--- config.mk ---
export PLATFORM = sky130hd
export DESIGN_NAME = pgm_sound_mailbox_flat
export DESIGN_NICKNAME = d
export VERILOG_FILES = /design/src/rtl/pgm_sound_mailbox_pkg.sv /design/src/rtl/pgm_sound_mailbox_if.sv /design/src/rtl/pgm_sound_mailbox_fifo.sv /design/src/rtl/pgm_sound_mailbox.sv /design/src/flat_wrapper.sv
export SDC_FILE = /design/constraint.sdc
export NUM_CORES = 1
export LEC_CHECK = 0
export BUFFER_PORTS_ARGS = -buffer_cell sky130_fd_sc_hd__buf_2
export CAP_MARGIN = 10
export CORE_MARGIN = 8
export CORE_UTILIZATION = 45
export DETAILED_ROUTE_END_ITERATION = 10
export GPL_ROUTABILITY_DRIVEN = 0
export PLACE_DENSITY = 0.74
export RECOVER_POWER = 50
export SLEW_MARGIN = 15
export SYNTH_ARGS = -nofsm -noshare
export SYNTH_HDL_FRONTEND = slang
export SYNTH_HIERARCHICAL = 1
export SYNTH_SLANG_ARGS = --single-unit
--- constraint.sdc ---
create_clock -name fixed_20m_clk -period 3.5 [get_ports fixed_20m_clk]
set_clock_uncertainty 0.1 [all_clocks]
set_input_delay 0.35 -clock fixed_20m_clk [delete_from_list [all_inputs] [get_ports fixed_20m_clk]]
set_output_delay 0.35 -clock fixed_20m_clk [all_outputs]
set_load 0.005 [all_outputs]
--- src/rtl/pgm_sound_mailbox_pkg.sv ---
`default_nettype none
// ============================================================================
//  Package     : pgm_snd_pkg
//  Description : Shared width helpers and status bit positions for the
//                main-CPU / sound-CPU mailbox.
//  Revision    : 1.0  initial release
// ============================================================================
package pgm_snd_pkg;

    // Position of each flag inside a channel's 3-bit main-side status group
    localparam int OVF_BIT  = 2;
    localparam int FULL_BIT = 1;
    localparam int PEND_BIT = 0;

    // Channel-select width; a single channel still gets one select bit
    function automatic int calc_cw(input int channels);
        return (channels <= 2) ? 1 : $clog2(channels);
    endfunction

    // Occupancy counter width, must be able to hold the value DEPTH itself
    function automatic int calc_cntw(input int depth);
        return $clog2(depth + 1);
    endfunction

    // Pointer width; DEPTH=1 still needs a one-bit pointer
    function automatic int calc_ptrw(input int depth);
        return (depth <= 2) ? 1 : $clog2(depth);
    endfunction

endpackage
`default_nettype wire

--- src/rtl/pgm_sound_mailbox_if.sv ---
`default_nettype none
// ============================================================================
//  Interface   : pgm_sound_mailbox_if
//  Description : Strobe/data bundle between the two CPU-side decoders and the
//                mailbox. master = decoder side, slave = mailbox.
//  Revision    : 1.0  initial release
// ============================================================================
interface pgm_sound_mailbox_if #(
    parameter int CHANNELS = 3,
    parameter int DW       = 8
);
    import pgm_snd_pkg::*;

    localparam int CW = calc_cw(CHANNELS);

    // Main (68k) side
    logic                    m_wr;
    logic                    m_rd;
    logic [CW-1:0]           m_chan;
    logic [DW-1:0]           m_din;
    logic [DW-1:0]           m_dout;
    logic [3*CHANNELS-1:0]   m_status;
    logic                    m_irq_n;

    // Sound (Z80) side
    logic                    s_rd;
    logic                    s_wr;
    logic [CW-1:0]           s_chan;
    logic [DW-1:0]           s_din;
    logic [DW-1:0]           s_dout;
    logic [CHANNELS-1:0]     s_status;
    logic                    s_irq_n;

    modport master (
        output m_wr, m_rd, m_chan, m_din,
        input  m_dout, m_status, m_irq_n,
        output s_rd, s_wr, s_chan, s_din,
        input  s_dout, s_status, s_irq_n
    );

    modport slave (
        input  m_wr, m_rd, m_chan, m_din,
        output m_dout, m_status, m_irq_n,
        input  s_rd, s_wr, s_chan, s_din,
        output s_dout, s_status, s_irq_n
    );

endinterface
`default_nettype wire

--- src/rtl/pgm_sound_mailbox_fifo.sv ---
`default_nettype none
// ============================================================================
//  Module      : pgm_mailbox_fifo
//  Description : One downstream channel: DEPTH x DW FIFO with a hold register
//                that replays the last popped value on an empty pop, and a
//                full-push policy of overwrite-newest or drop.
//  Revision    : 1.0  initial release
// ============================================================================
module pgm_mailbox_fifo
    import pgm_snd_pkg::*;
#(
    parameter int DW        = 8,
    parameter int DEPTH     = 4,
    parameter int OVERWRITE = 1
) (
    input  wire logic          clk_i,
    input  wire logic          rst_i,
    input  wire logic          push_i,
    input  wire logic          pop_i,
    input  wire logic          clr_ovf_i,
    input  wire logic [DW-1:0] din_i,
    output logic [DW-1:0]      rd_data_o,
    output logic               nonempty_nxt_o,
    output logic               full_nxt_o,
    output logic               ovf_nxt_o
);

    localparam int               PW       = calc_ptrw(DEPTH);
    localparam int               CNTW     = calc_cntw(DEPTH);
    localparam logic [PW-1:0]    PTR_LAST = PW'(DEPTH - 1);
    localparam logic [CNTW-1:0]  CNT_FULL = CNTW'(DEPTH);

    logic [DW-1:0]   mem_q [DEPTH];
    logic [PW-1:0]   wr_ptr_q, wr_ptr_d;
    logic [PW-1:0]   rd_ptr_q, rd_ptr_d;
    logic [CNTW-1:0] count_q,  count_d;
    logic [DW-1:0]   hold_q,   hold_d;
    logic            ovf_q,    ovf_d;

    logic            w_empty, w_full;
    logic            w_do_pop, w_do_push, w_do_ovr, w_set_ovf;
    logic [PW-1:0]   w_wr_prev;

    function automatic logic [PW-1:0] ptr_inc(input logic [PW-1:0] p);
        return (p == PTR_LAST) ? '0 : p + 1'b1;
    endfunction

    function automatic logic [PW-1:0] ptr_dec(input logic [PW-1:0] p);
        return (p == '0) ? PTR_LAST : p - 1'b1;
    endfunction

    // Push/pop decisions and next-state values; a pop in the same cycle frees
    // the slot, so a full push alongside a pop is a normal write
    always_comb begin
        w_empty   = (count_q == '0);
        w_full    = (count_q == CNT_FULL);
        w_do_pop  = pop_i && !w_empty;
        w_do_push = push_i && (!w_full || w_do_pop);
        w_set_ovf = push_i && w_full && !w_do_pop;
        w_do_ovr  = w_set_ovf && (OVERWRITE != 0);
        w_wr_prev = ptr_dec(wr_ptr_q);

        rd_data_o = w_empty ? hold_q : mem_q[rd_ptr_q];

        wr_ptr_d  = w_do_push ? ptr_inc(wr_ptr_q) : wr_ptr_q;
        rd_ptr_d  = w_do_pop  ? ptr_inc(rd_ptr_q) : rd_ptr_q;
        hold_d    = w_do_pop  ? mem_q[rd_ptr_q]   : hold_q;

        count_d = count_q;
        if (w_do_push && !w_do_pop) begin
            count_d = count_q + 1'b1;
        end else if (w_do_pop && !w_do_push) begin
            count_d = count_q - 1'b1;
        end

        // A fresh overflow wins over a clear arriving in the same cycle
        ovf_d = ovf_q;
        if (w_set_ovf) begin
            ovf_d = 1'b1;
        end else if (clr_ovf_i) begin
            ovf_d = 1'b0;
        end

        nonempty_nxt_o = (count_d != '0);
        full_nxt_o     = (count_d == CNT_FULL);
        ovf_nxt_o      = ovf_d;
    end

    // Pointer, counter, hold and overflow state
    always_ff @(posedge clk_i) begin
        if (rst_i) begin
            wr_ptr_q <= '0;
            rd_ptr_q <= '0;
            count_q  <= '0;
            hold_q   <= '0;
            ovf_q    <= 1'b0;
        end else begin
            wr_ptr_q <= wr_ptr_d;
            rd_ptr_q <= rd_ptr_d;
            count_q  <= count_d;
            hold_q   <= hold_d;
            ovf_q    <= ovf_d;
        end
    end

    // Storage array; contents are only meaningful below count, so no reset
    always_ff @(posedge clk_i) begin
        if (!rst_i) begin
            if (w_do_push) begin
                mem_q[wr_ptr_q] <= din_i;
            end else if (w_do_ovr) begin
                mem_q[w_wr_prev] <= din_i;
            end
        end
    end

endmodule
`default_nettype wire

--- src/rtl/pgm_sound_mailbox.sv ---
`default_nettype none
// ============================================================================
//  Module      : pgm_sound_mailbox
//  Description : Multi-channel 68k <-> Z80 mailbox. Downstream FIFO per
//                channel, single-entry upstream reply latch per channel,
//                registered status flags and interrupt requests.
//  Revision    : 1.0  initial release
// ============================================================================
module pgm_sound_mailbox
    import pgm_snd_pkg::*;
#(
    parameter int                  CHANNELS  = 3,
    parameter int                  DW        = 8,
    parameter int                  DEPTH     = 4,
    parameter int                  OVERWRITE = 1,
    parameter logic [CHANNELS-1:0] IRQ_MASK  = {CHANNELS{1'b1}}
) (
    input  wire logic          fixed_20m_clk,
    input  wire logic          reset,
    pgm_sound_mailbox_if.slave mbx
);

    localparam int CW = calc_cw(CHANNELS);

    logic [CHANNELS-1:0]   w_m_sel, w_s_sel;
    logic [CHANNELS-1:0]   w_push, w_pop, w_wlatch, w_rlatch;
    logic [DW-1:0]         w_fifo_rd [CHANNELS];
    logic [CHANNELS-1:0]   w_nonempty_d, w_full_d, w_ovf_d;

    logic [DW-1:0]         latch_q [CHANNELS];
    logic [CHANNELS-1:0]   pend_q, pend_d;
    logic [DW-1:0]         m_dout_q, m_dout_d;
    logic [DW-1:0]         s_dout_q, s_dout_d;
    logic [3*CHANNELS-1:0] m_status_q, m_status_d;
    logic [CHANNELS-1:0]   s_status_q, s_status_d;
    logic                  m_irq_n_q, s_irq_n_q;

    // Channel decode; an out-of-range select matches nothing and so is inert
    always_comb begin
        w_m_sel = '0;
        w_s_sel = '0;
        for (int i = 0; i < CHANNELS; i++) begin
            w_m_sel[i] = (mbx.m_chan == CW'(i));
            w_s_sel[i] = (mbx.s_chan == CW'(i));
        end
    end

    assign w_push   = w_m_sel & {CHANNELS{mbx.m_wr}};
    assign w_rlatch = w_m_sel & {CHANNELS{mbx.m_rd}};
    assign w_pop    = w_s_sel & {CHANNELS{mbx.s_rd}};
    assign w_wlatch = w_s_sel & {CHANNELS{mbx.s_wr}};

    for (genvar gi = 0; gi < CHANNELS; gi++) begin : g_chan
        pgm_mailbox_fifo #(
            .DW        (DW),
            .DEPTH     (DEPTH),
            .OVERWRITE (OVERWRITE)
        ) u_fifo (
            .clk_i          (fixed_20m_clk),
            .rst_i          (reset),
            .push_i         (w_push[gi]),
            .pop_i          (w_pop[gi]),
            .clr_ovf_i      (w_rlatch[gi]),
            .din_i          (mbx.m_din),
            .rd_data_o      (w_fifo_rd[gi]),
            .nonempty_nxt_o (w_nonempty_d[gi]),
            .full_nxt_o     (w_full_d[gi]),
            .ovf_nxt_o      (w_ovf_d[gi])
        );
    end

    // Read-data muxes and pending flags; the main read sees the latch value
    // from before any same-cycle sound write, and that write keeps pending set
    always_comb begin
        m_dout_d = m_dout_q;
        s_dout_d = s_dout_q;
        for (int i = 0; i < CHANNELS; i++) begin
            if (w_rlatch[i]) begin
                m_dout_d = latch_q[i];
            end
            if (w_pop[i]) begin
                s_dout_d = w_fifo_rd[i];
            end
        end
        pend_d = (pend_q & ~w_rlatch) | w_wlatch;
    end

    // Status vectors assembled from next-state flags so they lag by one edge
    always_comb begin
        m_status_d = '0;
        s_status_d = w_nonempty_d;
        for (int i = 0; i < CHANNELS; i++) begin
            m_status_d[3*i + OVF_BIT]  = w_ovf_d[i];
            m_status_d[3*i + FULL_BIT] = w_full_d[i];
            m_status_d[3*i + PEND_BIT] = pend_d[i];
        end
    end

    // Upstream latches, read data, status and interrupt registers
    always_ff @(posedge fixed_20m_clk) begin
        if (reset) begin
            for (int i = 0; i < CHANNELS; i++) begin
                latch_q[i] <= '0;
            end
            pend_q     <= '0;
            m_dout_q   <= '0;
            s_dout_q   <= '0;
            m_status_q <= '0;
            s_status_q <= '0;
            m_irq_n_q  <= 1'b1;
            s_irq_n_q  <= 1'b1;
        end else begin
            for (int i = 0; i < CHANNELS; i++) begin
                if (w_wlatch[i]) begin
                    latch_q[i] <= mbx.s_din;
                end
            end
            pend_q     <= pend_d;
            m_dout_q   <= m_dout_d;
            s_dout_q   <= s_dout_d;
            m_status_q <= m_status_d;
            s_status_q <= s_status_d;
            m_irq_n_q  <= ~|pend_d;
            s_irq_n_q  <= ~|(w_nonempty_d & IRQ_MASK);
        end
    end

    assign mbx.m_dout   = m_dout_q;
    assign mbx.m_status = m_status_q;
    assign mbx.m_irq_n  = m_irq_n_q;
    assign mbx.s_dout   = s_dout_q;
    assign mbx.s_status = s_status_q;
    assign mbx.s_irq_n  = s_irq_n_q;

endmodule
`default_nettype wire

--- src/flat_wrapper.sv ---
// flat-port wrapper written by rule: the top's interface ports become plain ports
module pgm_sound_mailbox_flat import pgm_snd_pkg::*;
#(
    parameter int                  CHANNELS  = 3,
    parameter int                  DW        = 8,
    parameter int                  DEPTH     = 4,
    parameter int                  OVERWRITE = 1,
    parameter logic [CHANNELS-1:0] IRQ_MASK  = {CHANNELS{1'b1}}
)
  (fixed_20m_clk, reset, mbx_m_wr, mbx_m_rd, mbx_m_chan, mbx_m_din, mbx_m_dout, mbx_m_status, mbx_m_irq_n, mbx_s_rd, mbx_s_wr, mbx_s_chan, mbx_s_din, mbx_s_dout, mbx_s_status, mbx_s_irq_n);
  pgm_sound_mailbox_if #(.CHANNELS(CHANNELS), .DW(DW)) mbx_i ();
  input  wire logic fixed_20m_clk;
  input  wire logic reset;
  input wire logic [$bits(mbx_i.m_wr)-1:0] mbx_m_wr;
  input wire logic [$bits(mbx_i.m_rd)-1:0] mbx_m_rd;
  input wire logic [$bits(mbx_i.m_chan)-1:0] mbx_m_chan;
  input wire logic [$bits(mbx_i.m_din)-1:0] mbx_m_din;
  output wire logic [$bits(mbx_i.m_dout)-1:0] mbx_m_dout;
  output wire logic [$bits(mbx_i.m_status)-1:0] mbx_m_status;
  output wire logic [$bits(mbx_i.m_irq_n)-1:0] mbx_m_irq_n;
  input wire logic [$bits(mbx_i.s_rd)-1:0] mbx_s_rd;
  input wire logic [$bits(mbx_i.s_wr)-1:0] mbx_s_wr;
  input wire logic [$bits(mbx_i.s_chan)-1:0] mbx_s_chan;
  input wire logic [$bits(mbx_i.s_din)-1:0] mbx_s_din;
  output wire logic [$bits(mbx_i.s_dout)-1:0] mbx_s_dout;
  output wire logic [$bits(mbx_i.s_status)-1:0] mbx_s_status;
  output wire logic [$bits(mbx_i.s_irq_n)-1:0] mbx_s_irq_n;
  assign mbx_i.m_wr = mbx_m_wr;
  assign mbx_i.m_rd = mbx_m_rd;
  assign mbx_i.m_chan = mbx_m_chan;
  assign mbx_i.m_din = mbx_m_din;
  assign mbx_m_dout = mbx_i.m_dout;
  assign mbx_m_status = mbx_i.m_status;
  assign mbx_m_irq_n = mbx_i.m_irq_n;
  assign mbx_i.s_rd = mbx_s_rd;
  assign mbx_i.s_wr = mbx_s_wr;
  assign mbx_i.s_chan = mbx_s_chan;
  assign mbx_i.s_din = mbx_s_din;
  assign mbx_s_dout = mbx_i.s_dout;
  assign mbx_s_status = mbx_i.s_status;
  assign mbx_s_irq_n = mbx_i.s_irq_n;
  pgm_sound_mailbox #(.CHANNELS(CHANNELS), .DW(DW), .DEPTH(DEPTH), .OVERWRITE(OVERWRITE), .IRQ_MASK(IRQ_MASK)) u_core (.fixed_20m_clk(fixed_20m_clk), .reset(reset), .mbx(mbx_i));
endmodule
==> metrics.md, run 1 <==
| Metric | Value |
|---|---|
| Register bit total from synthesis | 204 |
| Initial antenna violation count | 0 |
| DR pass1 iterations | 5 |
| Root Buffer | clkbuf_16 |
| Synth cell count leaders | 120 x edfxtp_1, 84 x dfxtp_1, 79 x nand2_1, 48 x a21oi_1, 46 x nor2_1 |
| CTS tree | done |
| Synth Flop Type | edfxtp_1 |
| Multi-input logic area | 0.003248 mm2 |
| Reg2Reg Launch Point | u_core/g_chan[0].u_fifo/count_q[0] |
| Number of diodes | 0 |
| Post-DRT Antenna Nets | 0 |
| Global-route wire length before repair | 29.74 mm |
| Reg2Reg Setup Slack | 0.95 ns |
| Mapped cell area | 0.008931 mm2 |
| Post-Syn Instances | a little over 700 |
| Worst hold path startpoint | mbx_s_wr |
| Reg clk slew, reported paths | 0.06 ns |
| Final routed DRC violation total | 0 |
| Crit path max fanout | 35 |
| Total number of vias | 5,625 |
| Clock power frac | 0.434 |
| Crit path time final | 2.763 ns |
| Max-slew violations | 36 |
| Logic pwr share | 0.073 |
| Site row count | 51 |
| Worst Path Class, Setup | input pin to flip-flop |
| Final WL | 18.55 mm |
| Setup_tns | 0 ns |
| Clk_lat worst skew | 0.51 ns |
| Vias in the first global route | 5,483 |
| NetSw | 1.186 mW |
| FF/Latch Area | 0.005285 mm2 |
| Die Span X | approximately 160 um |
| Reg2Reg Depth | 6 |
| Initial DRC count | 427 |
| GR Overflow Total | 0 |
| Unique cell type count in the Yosys netlist | 55 |
| Critical path arrival | about 2.8 ns |
| Max VDD drop | 0.0003031 V |
| CP required | 3.56 ns |
| Leading area contributor after synthesis | edfxtp_1 |
| Rel. slew slack | -0.09796 |
| Internal | around 4.2 mW |
| Inserted Clock Buffers | 22 |
| Port Buffer Count | 55 |
| Setup crit start | reset |
| H-tree Lvls | 1 |
| Vias per cell | approximately 5.4 |
| Die height | 156.9 um |
| # nets final | 804 |
| Drt wl/cell | between 15 and 20 um |
| Failing checks | max-capacitance violations, max-slew violations |
| Outcome | complete, but fails checks |
| Most common cell in the synthesized netlist | edfxtp_1 |
| Synth area leaders | edfxtp_1 40%, dfxtp_1 19%, mux4_2 6.1%, mux2_2 4.3%, nand2_1 3.3% |
| Maximum clock frequency | around 0.36 GHz |
| Leakage | 3.516 nW |
| HPWL after detailed placement | 12.81 mm |
| Syn_nets | 757 |
| # Post-CTS Setup Buffers | 0 |
| # setup viols final | 0 |
| Ys Warns | 6 |
| Switching Fraction | 0.2203 |
| Fillcell total | 1,609 |
| Syn_area_per_cell | 12.53 um2 |
| Seq/Total Area, Yosys | 0.5918 |
| RSZ-0062 raised after global routing | no |
| Max cap viols | 1 |
| Critical path endpoint category | flip-flop |
| Clock Tree Buf Depth | 3 |
| Critical path startpoint category | input pin |
| CTS resizes | 0 |
| Layout cells sized above 1 | 0.1856 |
| Area grow syn2layout | 12.43% |
| Hold endpoint | u_core/pend_q[1] |
| HP Class | input pin to flip-flop |
| Yosys top cell area share | 0.4035 |
| EDFF count, synth | 120 |
| Cts-stage hold buffer count | 0 |
| Die area | 0.02461 mm2 |
| Async S/R FF share, synth | 0 |
| Initial Util | 0.4589 |
| Hold Fails Final Rpt | 0 |
| Period utilization | 0.7894 |
| Worst-margin pin slew | roughly 1.6 ns |
| Reg-to-reg endpoint | u_core/g_chan[0].u_fifo/mem_q[0][3] |
| GRT Total Usage | 0.1533 |
| I/O pins | 56 |
| Clock Sinks | 204 |
| Seq pwr share | 0.493 |
| Final core utilization | 0.5159 |
| Min-Delay Path Depth | 3 |
| Core Footprint | 0.01946 mm2 |
| Largest net degree at the start of global routing | 36 |
| Power Density | 536.2 mW/mm2 |
## layout make-up
class	count	share of cell area
Sequential cell	204	0.5264
Multi-Input combinational cell	434	0.3235
Clock buffer	28	0.05907
Tap cell	265	0.03302
Timing Repair Buffer	67	0.03190
Clock inverter	12	0.01458
Inverter	31	0.01159
## sequential cells by signal, summed over array words and instances (netlist names), named ones only
register / count
u_core/mbx.s_status: 3
u_core/g_chan.u_fifo/count_q: 9
u_core/g_chan.u_fifo/wr_ptr_q: 6
u_core/mbx.m_dout: 8
u_core/mbx.s_irq_n: 1
u_core/g_chan.u_fifo/mem_q: 96
u_core/g_chan.u_fifo/rd_ptr_q: 6
u_core/g_chan.u_fifo/ovf_q: 3
u_core/mbx.m_irq_n: 1
u_core/g_chan.u_fifo/hold_q: 24
u_core/mbx.s_dout: 8
u_core/pend_q: 2
u_core/latch_q: 24
u_core/mbx.m_status: 7
## logic make-up (layout without fill, tap and decap cells)
| group | Yosys count | in the layout | synth area share |
|---|---|---|---|
| AND/OR/NAND/NOR | 217 | 217 | 0.1227 |
| multiplexers | 71 | 71 | 0.1180 |
| adder cells (fa/ha/maj) | 18 | 18 | 0.02522 |
| AO/OA/AOI/OAI | 128 | 128 | 0.09877 |
| buffers and inverters | 75 | 138 | 0.04357 |
| flip-flops | 204 | 204 | 0.5918 |
## per-stage QoR
| stage | setup slack, ns | cell area [um2] | power, mW | hold slack, ns | std cells |
|---|---|---|---|---|---|
| detailed placement | 0.5926 | 9355 | 3.104 | 0.3447 | 1001 |
| floorplan | 0.9197 | 8931 | 2.977 | 0.3328 | 713 |
| finish | 0.7372 | 10040 | 5.384 | 0.06652 | 1041 |
| CTS | 0.9927 | 10090 | 5.440 | 0.04622 | 1041 |
| global placement | 0.6657 | 9355 | 3.096 | 0.3391 | 1001 |
| global route | 0.4109 | 10040 | 5.585 | 0.06573 | 1041 |
## worst max-delay path: stages
cell	delay (ns)
clkbuf_1	1.16
inv_1	0.73
nand2_1	0.57
## power by group through the flow
stage	Sequential [mW]	Clock [mW]	Combinational (mW)
finish	2.65	2.34	0.393
global placement	2.70	0	0.396
global route	2.66	2.49	0.434
detailed placement	2.70	0	0.402
floorplan	2.69	0	0.289
CTS	2.65	2.39	0.403
## layer usage
layer / GRT usage / part of all wire / vias to the layer above / wire, um
li1: - / - / 2695 / -
met1: 0.2010 / 0.44 / 2745 / 8170
met2: 0.2525 / 0.48 / 156 / 8845
met3: 0.02813 / 0.061 / 29 / 1138
met4: 0.04851 / 0.021 / 0 / 394
met5: 0 / 0 / - / 0
## cell usage in the layout (no fill, tap or decap), types with 8 or more instances in the layout
cell type / count
buf_2: 25
nor2_1: 46
dfxtp_1: 84
a211oi_1: 14
o22ai_1: 13
buf_4: 10
mux2_2: 34
edfxtp_1: 120
nand2_1: 79
mux2i_1: 13
nand3_1: 12
inv_1: 31
nor2b_1: 17
o21ai_0: 19
a21oi_1: 48
mux4_2: 24
clkbuf_1: 36
ha_1: 18
and2_0: 8
clkbuf_16: 22
nand2b_1: 10
## worst max-delay path by stage
stage	to	slack, ns	depth (start not counted)
final	u_core/latch_q[0][21]	0.74	3
after detailed placement	u_core/g_chan[1].u_fifo/mem_q[3][3]	0.59	7
after floorplan	u_core/g_chan[2].u_fifo/mem_q[2][0]	0.92	7
after global routing	u_core/latch_q[0][21]	0.41	3
after CTS	u_core/g_chan[1].u_fifo/mem_q[3][3]	0.99	6
after global placement	u_core/g_chan[1].u_fifo/mem_q[0][5]	0.67	7
No activity file was read; power rests on OpenSTA's default activity.
==> inputs of run 2 (changes only) <==
ABC_AREA = 1   (was default)
PLACE_DENSITY = 0.76   (was 0.74)
clock period = 2.35 ns   (was 3.5 ns; I/O delays follow)
==> metrics.md, run 2 <==
| Metric | Value |
|---|---|
| GR Overflow Total | 0 |
| NetSw | 1.955 mW |
| Total number of vias | 6,533 |
| Hold Fails Final Rpt | 0 |
| Slowest stage delay, CP | 0.32 ns |
| Internal | 6.412 mW |
| Reg clk slew, reported paths | 0.06 ns |
| FF/Latch Area | 0.005285 mm2 |
| Leakage | 4.098 nW |
| Mapped cell area | 0.008852 mm2 |
| Reg2Reg Setup Slack | 0.32 ns |
| # nets final | a little over 1,000 |
| Largest net degree at the start of global routing | 21 |
| Setup crit start | u_core/g_chan[2].u_fifo/count_q[0] |
| Cell family with most CP delay | simple AND/OR/NAND/NOR gates |
| CTS resizes | 0 |
| Largest registers | u_core/g_chan.u_fifo/mem_q (96), u_core/g_chan.u_fifo/hold_q (24), u_core/latch_q (24) |
| Yosys top cell area share | 0.4071 |
| Rel. slew slack | 0.4204 |
| Core Footprint | 0.01940 mm2 |
| Worst hold path startpoint | mbx_s_din[7] |
| Worst-margin pin slew | 0.8655 ns |
| Switching Fraction | 0.2336 |
| Final routed DRC violation total | 0 |
| HP Class | input pin to flip-flop |
| Vias in the first global route | around 6,200 |
| Worst Path Class, Setup | flip-flop to flip-flop |
| Root Buffer | clkbuf_16 |
| Leading area contributor after synthesis | edfxtp_1 |
| Syn_area_per_cell | 9.836 um2 |
| Initial DRC count | 570 |
| Most common cell in the synthesized netlist | nand2_1 |
| Async S/R FF share, synth | 0 |
| Synth Flop Type | edfxtp_1 |
| Seq pwr share | 0.477 |
| Unique cell type count in the Yosys netlist | 34 |
| Max cap viols | 0 |
| Reg with most FFs | u_core/g_chan.u_fifo/mem_q |
| CP Buf/Inv Count | 2 |
| Clock Sinks | between 200 and 250 |
| Most frequent cells in the layout | 136 x nand2_1, 120 x nor2_1, 120 x edfxtp_1, 95 x o21ai_0, 84 x dfxtp_1 |
| Port Buffer Count | 55 |
| EDFF count, synth | 120 |
| Synth cell count leaders | 136 x nand2_1, 120 x edfxtp_1, 120 x nor2_1, 95 x o21ai_0, 84 x dfxtp_1 |
| Ys Warns | 6 |
| Clock Tree Buf Depth | 3 |
| Initial Util | 0.4563 |
| Fillcell total | around 1,700 |
| Critical path arrival | 2.13 ns |
| Max VDD drop | ~0.00047 V |
| Final WL | between 20 and 25 mm |
| Initial antenna violation count | 1 |
| Site row count | 51 |
| # setup viols final | 0 |
| Setup_tns | 0 ns |
| Maximum clock frequency | 0.4923 GHz |
| # Post-CTS Setup Buffers | 0 |
| Reg2Reg Launch Point | u_core/g_chan[2].u_fifo/count_q[0] |
| CP cell instances | inv_1, ha_1, nand3_2, nor2_4, o21ai_1, or2_1, nor2_1, buf_4 |
| Die height | 156.3 um |
| Max FFs per register | 96 |
| DR pass1 iterations | 5 |
| Logic pwr share | 0.093 |
| Area grow syn2layout | 16.10% |
| Multi-input logic area | approximately 0.003 mm2 |
| Die area | 0.02442 mm2 |
| I/O pins | 56 |
| Period utilization | 0.8644 |
| CP max-delay cell | dfxtp_1 |
| Clock power frac | 0.430 |
| Die Span X | 156.3 um |
| Placed Instances | ~1,200 |
| Clk_lat worst skew | around 0.50 ns |
| Register bit total from synthesis | 204 |
| CP required | 2.45 ns |
| Commonest non-fill, non-tap cell in the layout | nand2_1 |
| Outcome | completed |
| H-tree Lvls | 1 |
| Non-filler cells, final | 1,268 |
| GRT Total Usage | 0.1674 |
| HPWL after detailed placement | 14.27 mm |
| Power Density | 814.1 mW/mm2 |
| Critical path startpoint category | flip-flop |
| Layout cells sized above 1 | 0.1557 |
| Vias per cell | around 5.2 |
| Final Power | between 8 and 9 mW |
| Max-slew violations | 0 |
| RSZ-0062 raised after global routing | no |
| Inserted Clock Buffers | 22 |
| Global-route wire length before repair | 32.46 mm |
| Critical path endpoint category | flip-flop |
| Seq/Total Area, Yosys | 0.5970 |
| Crit path time final | 2.031 ns |
| CTS tree | done |
| Drt wl/cell | between 15 and 20 um |
| Post-DRT Antenna Nets | 0 |
| Syn_nets | roughly 940 |
| Post-Syn Instances | 900 |
| Crit path max fanout | 8 |
| Synth area leaders | edfxtp_1 41%, dfxtp_1 19%, nand2_1 5.8%, o21ai_0 5.4%, nor2_1 5.1% |
## run 2: kinds of logic (layout without fill, tap and decap cells)
logic type,Yosys count,count (layout),synth area share
and+or+nand+nor,354,354,0.1818
AOI/OAI and AO/OA,197,197,0.1265
buffers and inverters,121,223,0.06332
other,0,1,0
adders and majority gates,18,18,0.02544
xor gates and xnor gates,6,6,0.005937
DFF,204,204,0.5970
## run 2: worst min-delay path, stage by stage
cell and delay [ns]:
buf_2 0.10, inv_1 0.04, nor2_1 0.06
## run 2: routing by layer
metal | up-vias | global-route usage | routed length (um)
met5 | - | 0 | 0
met4 | 0 | 0.05950 | 612
met3 | 44 | 0.02372 | 842
met2 | 158 | 0.2916 | 10310
met1 | 3080 | 0.2082 | 8957
li1 | 3251 | - | -
## run 2: power groups by stage
stage	logic, mW	registers, mW	clock network, mW
after floorplan	0.525	4.04	0
after global placement	0.753	4.06	0
after detailed placement	0.771	4.06	0
after CTS	0.785	3.99	3.66
after global routing	0.866	4.00	3.81
final	0.776	3.99	3.60
## run 2: metrics by stage
stage / utilization / cell area [um2] / setup WS (ns) / hold slack (ns)
2_1_floorplan: - / 8857 / 0.1318 / 0.2041
3_3_place_gp: 0.4896 / 9498 / 0.3414 / 0.3518
3_5_place_dp: 0.4896 / 9498 / 0.2927 / 0.3599
4_1_cts: 0.5321 / 10320 / 0.3218 / 0.004419
5_1_grt: 0.5298 / 10280 / 0.1846 / 0.009493
6_report: 0.5298 / 10280 / 0.3186 / 0.01640
## run 2: worst paths after layout
path                                         end  cells past startpoint
max reg2reg  u_core/g_chan[2].u_fifo/mem_q[3][5]                      8
min                         u_core/latch_q[0][7]                      3
max          u_core/g_chan[2].u_fifo/mem_q[3][5]                      8
min reg2reg                 u_core/mbx.s_dout[3]                      2
## run 2: what timing repair did
item,4_1_cts,5_1_grt
hold buffers,5,0
endpoints found under the hold margin,15,0
setup endpoints to repair,0,0
## run 2: final cells by class
type	count	share of cell area
antenna	1	0.0002435
clock buffer	33	0.06659
sequential	204	0.5142
clock inverter	7	0.008765
tap	265	0.03226
timing repair buffer	95	0.05405
inverter	88	0.03226
multi-input combinational	575	0.2916
==> inputs of run 3 (changes only) <==
BUFFER_PORTS_ARGS = default   (was -buffer_cell sky130_fd_sc_hd__buf_2)
CORE_UTILIZATION = 57   (was 45)
DONT_BUFFER_PORTS = 1   (was default)
PLACE_DENSITY = 0.87   (was 0.76)
==> metrics.md, run 3 (synthesized netlist as in run 2, its figures left out) <==
| Metric | Value |
|---|---|
| Hold Fails Final Rpt | 0 |
| Most frequent cells in the layout | 136 x nand2_1, 120 x nor2_1, 120 x edfxtp_1, 95 x o21ai_0, 84 x dfxtp_1 |
| Clock Tree Buf Depth | 3 |
| Leakage | about 4.0 nW |
| HPWL after detailed placement | 13.62 mm |
| Post-DRT Antenna Nets | 0 |
| Initial DRC count | 520 |
| Root Buffer | clkbuf_16 |
| Min Hold Slack | around 0.020 ns |
| Critical path arrival | 2.27 ns |
| Placed Instances | 1,082 |
| RSZ-0062 raised after global routing | no |
| Largest net degree at the start of global routing | 35 |
| # setup viols final | 0 |
| Clock Sinks | between 200 and 250 |
| Max FFs per register | between 90 and 100 |
| Final routed DRC violation total | 0 |
| Global-route wire length before repair | 33.46 mm |
| GRT Total Usage | 0.2109 |
| Setup_tns | 0 ns |
| # Post-CTS Setup Buffers | 0 |
| Die height | 140.6 um |
| Crit path time final | 2.172 ns |
| HP Class | input pin to flip-flop |
| Inserted Clock Buffers | 21 |
| Rel. slew slack | 0.4533 |
| Reg with most FFs | u_core/g_chan.u_fifo/mem_q |
| Die area | 0.01977 mm2 |
| Largest registers | u_core/g_chan.u_fifo/mem_q (96), u_core/g_chan.u_fifo/hold_q (24), u_core/latch_q (24) |
| Final Power | 8.277 mW |
| Max VDD drop | about 0.00062 V |
| Non-filler cells, final | 1,144 |
| Crit path max fanout | 34 |
| Critical path endpoint category | flip-flop |
| Reg clk slew, reported paths | 0.06 ns |
| Maximum clock frequency | 0.4604 GHz |
| Port Buffer Count | 0 |
| Hold endpoint | u_core/mbx.m_status[6] |
| CTS tree | done |
| Commonest non-fill, non-tap cell in the layout | nand2_1 |
| Site row count | 45 |
| GR Overflow Total | 0 |
| Worst-margin pin slew | 0.8165 ns |
| Fillcell total | between 1,000 and 1,500 |
| Vias in the first global route | 6,629 |
| Drt wl/cell | ~18 um |
| Reg2Reg Launch Point | u_core/g_chan[1].u_fifo/count_q[0] |
| Max-slew violations | 0 |
| Vias per cell | 5.919 |
| Area grow syn2layout | 13.60% |
| Max cap viols | 0 |
| Outcome | completed |
| Clk_lat worst skew | 0.49 ns |
| Period utilization | 0.9242 |
| Number of diodes | 0 |
| I/O pins | 56 |
| Final WL | 21.06 mm |
| Core Footprint | 0.01520 mm2 |
| Worst Path Class, Setup | input pin to flip-flop |
| Critical path startpoint category | input pin |
| Total number of vias | 6,771 |
| Die Span X | between 100 and 150 um |
| Initial antenna violation count | 0 |
| DR pass1 iterations | 6 |
| Reg-to-reg endpoint | u_core/mbx.s_dout[6] |
| Layout cells sized above 1 | 0.1224 |
| Reg2Reg Setup Slack | 0.20 ns |
| CP required | 2.45 ns |
| Worst hold path startpoint | reset |
| Initial Util | 0.5823 |
| # nets final | about 1,000 |
| Power Density | a little over 800 mW/mm2 |
| Min-Delay Path Depth | 3 |
| H-tree Lvls | 1 |
| Reg2Reg Depth | 10 |
-- run 3: cell count changes in the layout (fill, tap and decap cells not counted), moves of 2 or more --
cell            change
dlymetal6s4s_1      +2
clkinv_1            +4
bufinv_16           +3
clkbuf_1           -30
clkbuf_16           -3
clkbuf_8            -5
buf_2              -29
dlygate4sd3_1      +17
buf_4               -8
-- run 3: routing by layer --
| layer | global-route usage | up-vias | wire length [um] |
|---|---|---|---|
| li1 | - | 3158 | - |
| met1 | 0.2562 | 3196 | 8197 |
| met2 | 0.3488 | 335 | 10080 |
| met3 | 0.04186 | 82 | 1608 |
| met4 | 0.1148 | 0 | 1168 |
| met5 | 0 | - | 0 |
-- run 3: worst max-delay path by stage --
stage	from	end	slack, ns	cells after the start
4_1_cts	mbx_s_chan[0]	u_core/g_chan[2].u_fifo/mem_q[1][0]	0.07	11
6_report	reset	u_core/g_chan[0].u_fifo/mem_q[2][5]	0.18	10
5_1_grt	reset	u_core/g_chan[0].u_fifo/mem_q[0][7]	0.05	10
2_1_floorplan	mbx_m_chan[0]	u_core/g_chan[0].u_fifo/mem_q[0][0]	0.13	8
3_5_place_dp	u_core/g_chan[2].u_fifo/count_q[0]	u_core/g_chan[2].u_fifo/mem_q[1][7]	0.34	8
3_3_place_gp	u_core/g_chan[2].u_fifo/count_q[0]	u_core/g_chan[2].u_fifo/mem_q[3][7]	0.44	8
-- run 3: through the flow --
stage	util	cell area, um2	setup slack (ns)
6_report	0.6615	10060	0.1780
3_3_place_gp	0.5964	9066	0.4367
2_1_floorplan	-	8857	0.1318
5_1_grt	0.6615	10060	0.05161
4_1_cts	0.6618	10060	0.06748
3_5_place_dp	0.5964	9066	0.3438
-- run 3: what timing repair did --
| item | CTS | global route |
|---|---|---|
| setup endpoints to repair | 0 | 33 |
| gates resized for setup | 0 | 2 |
| endpoints found under the hold margin | 165 | 0 |
| hold buffers | 25 | 0 |
-- run 3: power breakdown --
group | total [mW] | switching [mW] | leakage, nW | internal, mW
clock | 3.53 | 1.35 | 0.352 | 2.18
sequential | 4.01 | 0.0918 | 1.79 | 3.92
combinational | 0.738 | 0.491 | 1.84 | 0.246
total | 8.28 | 1.93 | 3.98 | 6.34
-- run 3: area by class of cell --
cell class	count	area, um2	share of cell area
Sequential cell	204	5285	0.5256
Timing Repair Buffer	52	467.9	0.04653
Clock inverter	16	209.0	0.02078
Inverter	88	331.6	0.03297
Multi-Input combinational cell	575	3002	0.2985
Tap cell	188	235.2	0.02339
Clock buffer	21	525.5	0.05226
-- run 3: critical path, stage by stage --
cell	delay (ns)
dlygate4sd3_1	0.62
buf_12	0.21
inv_1	0.28
nand2_1	0.17
nor2_4	0.19
nand2_1	0.09
o21ai_1	0.08
nand2_1	0.08
nor2_1	0.11
buf_4	0.19
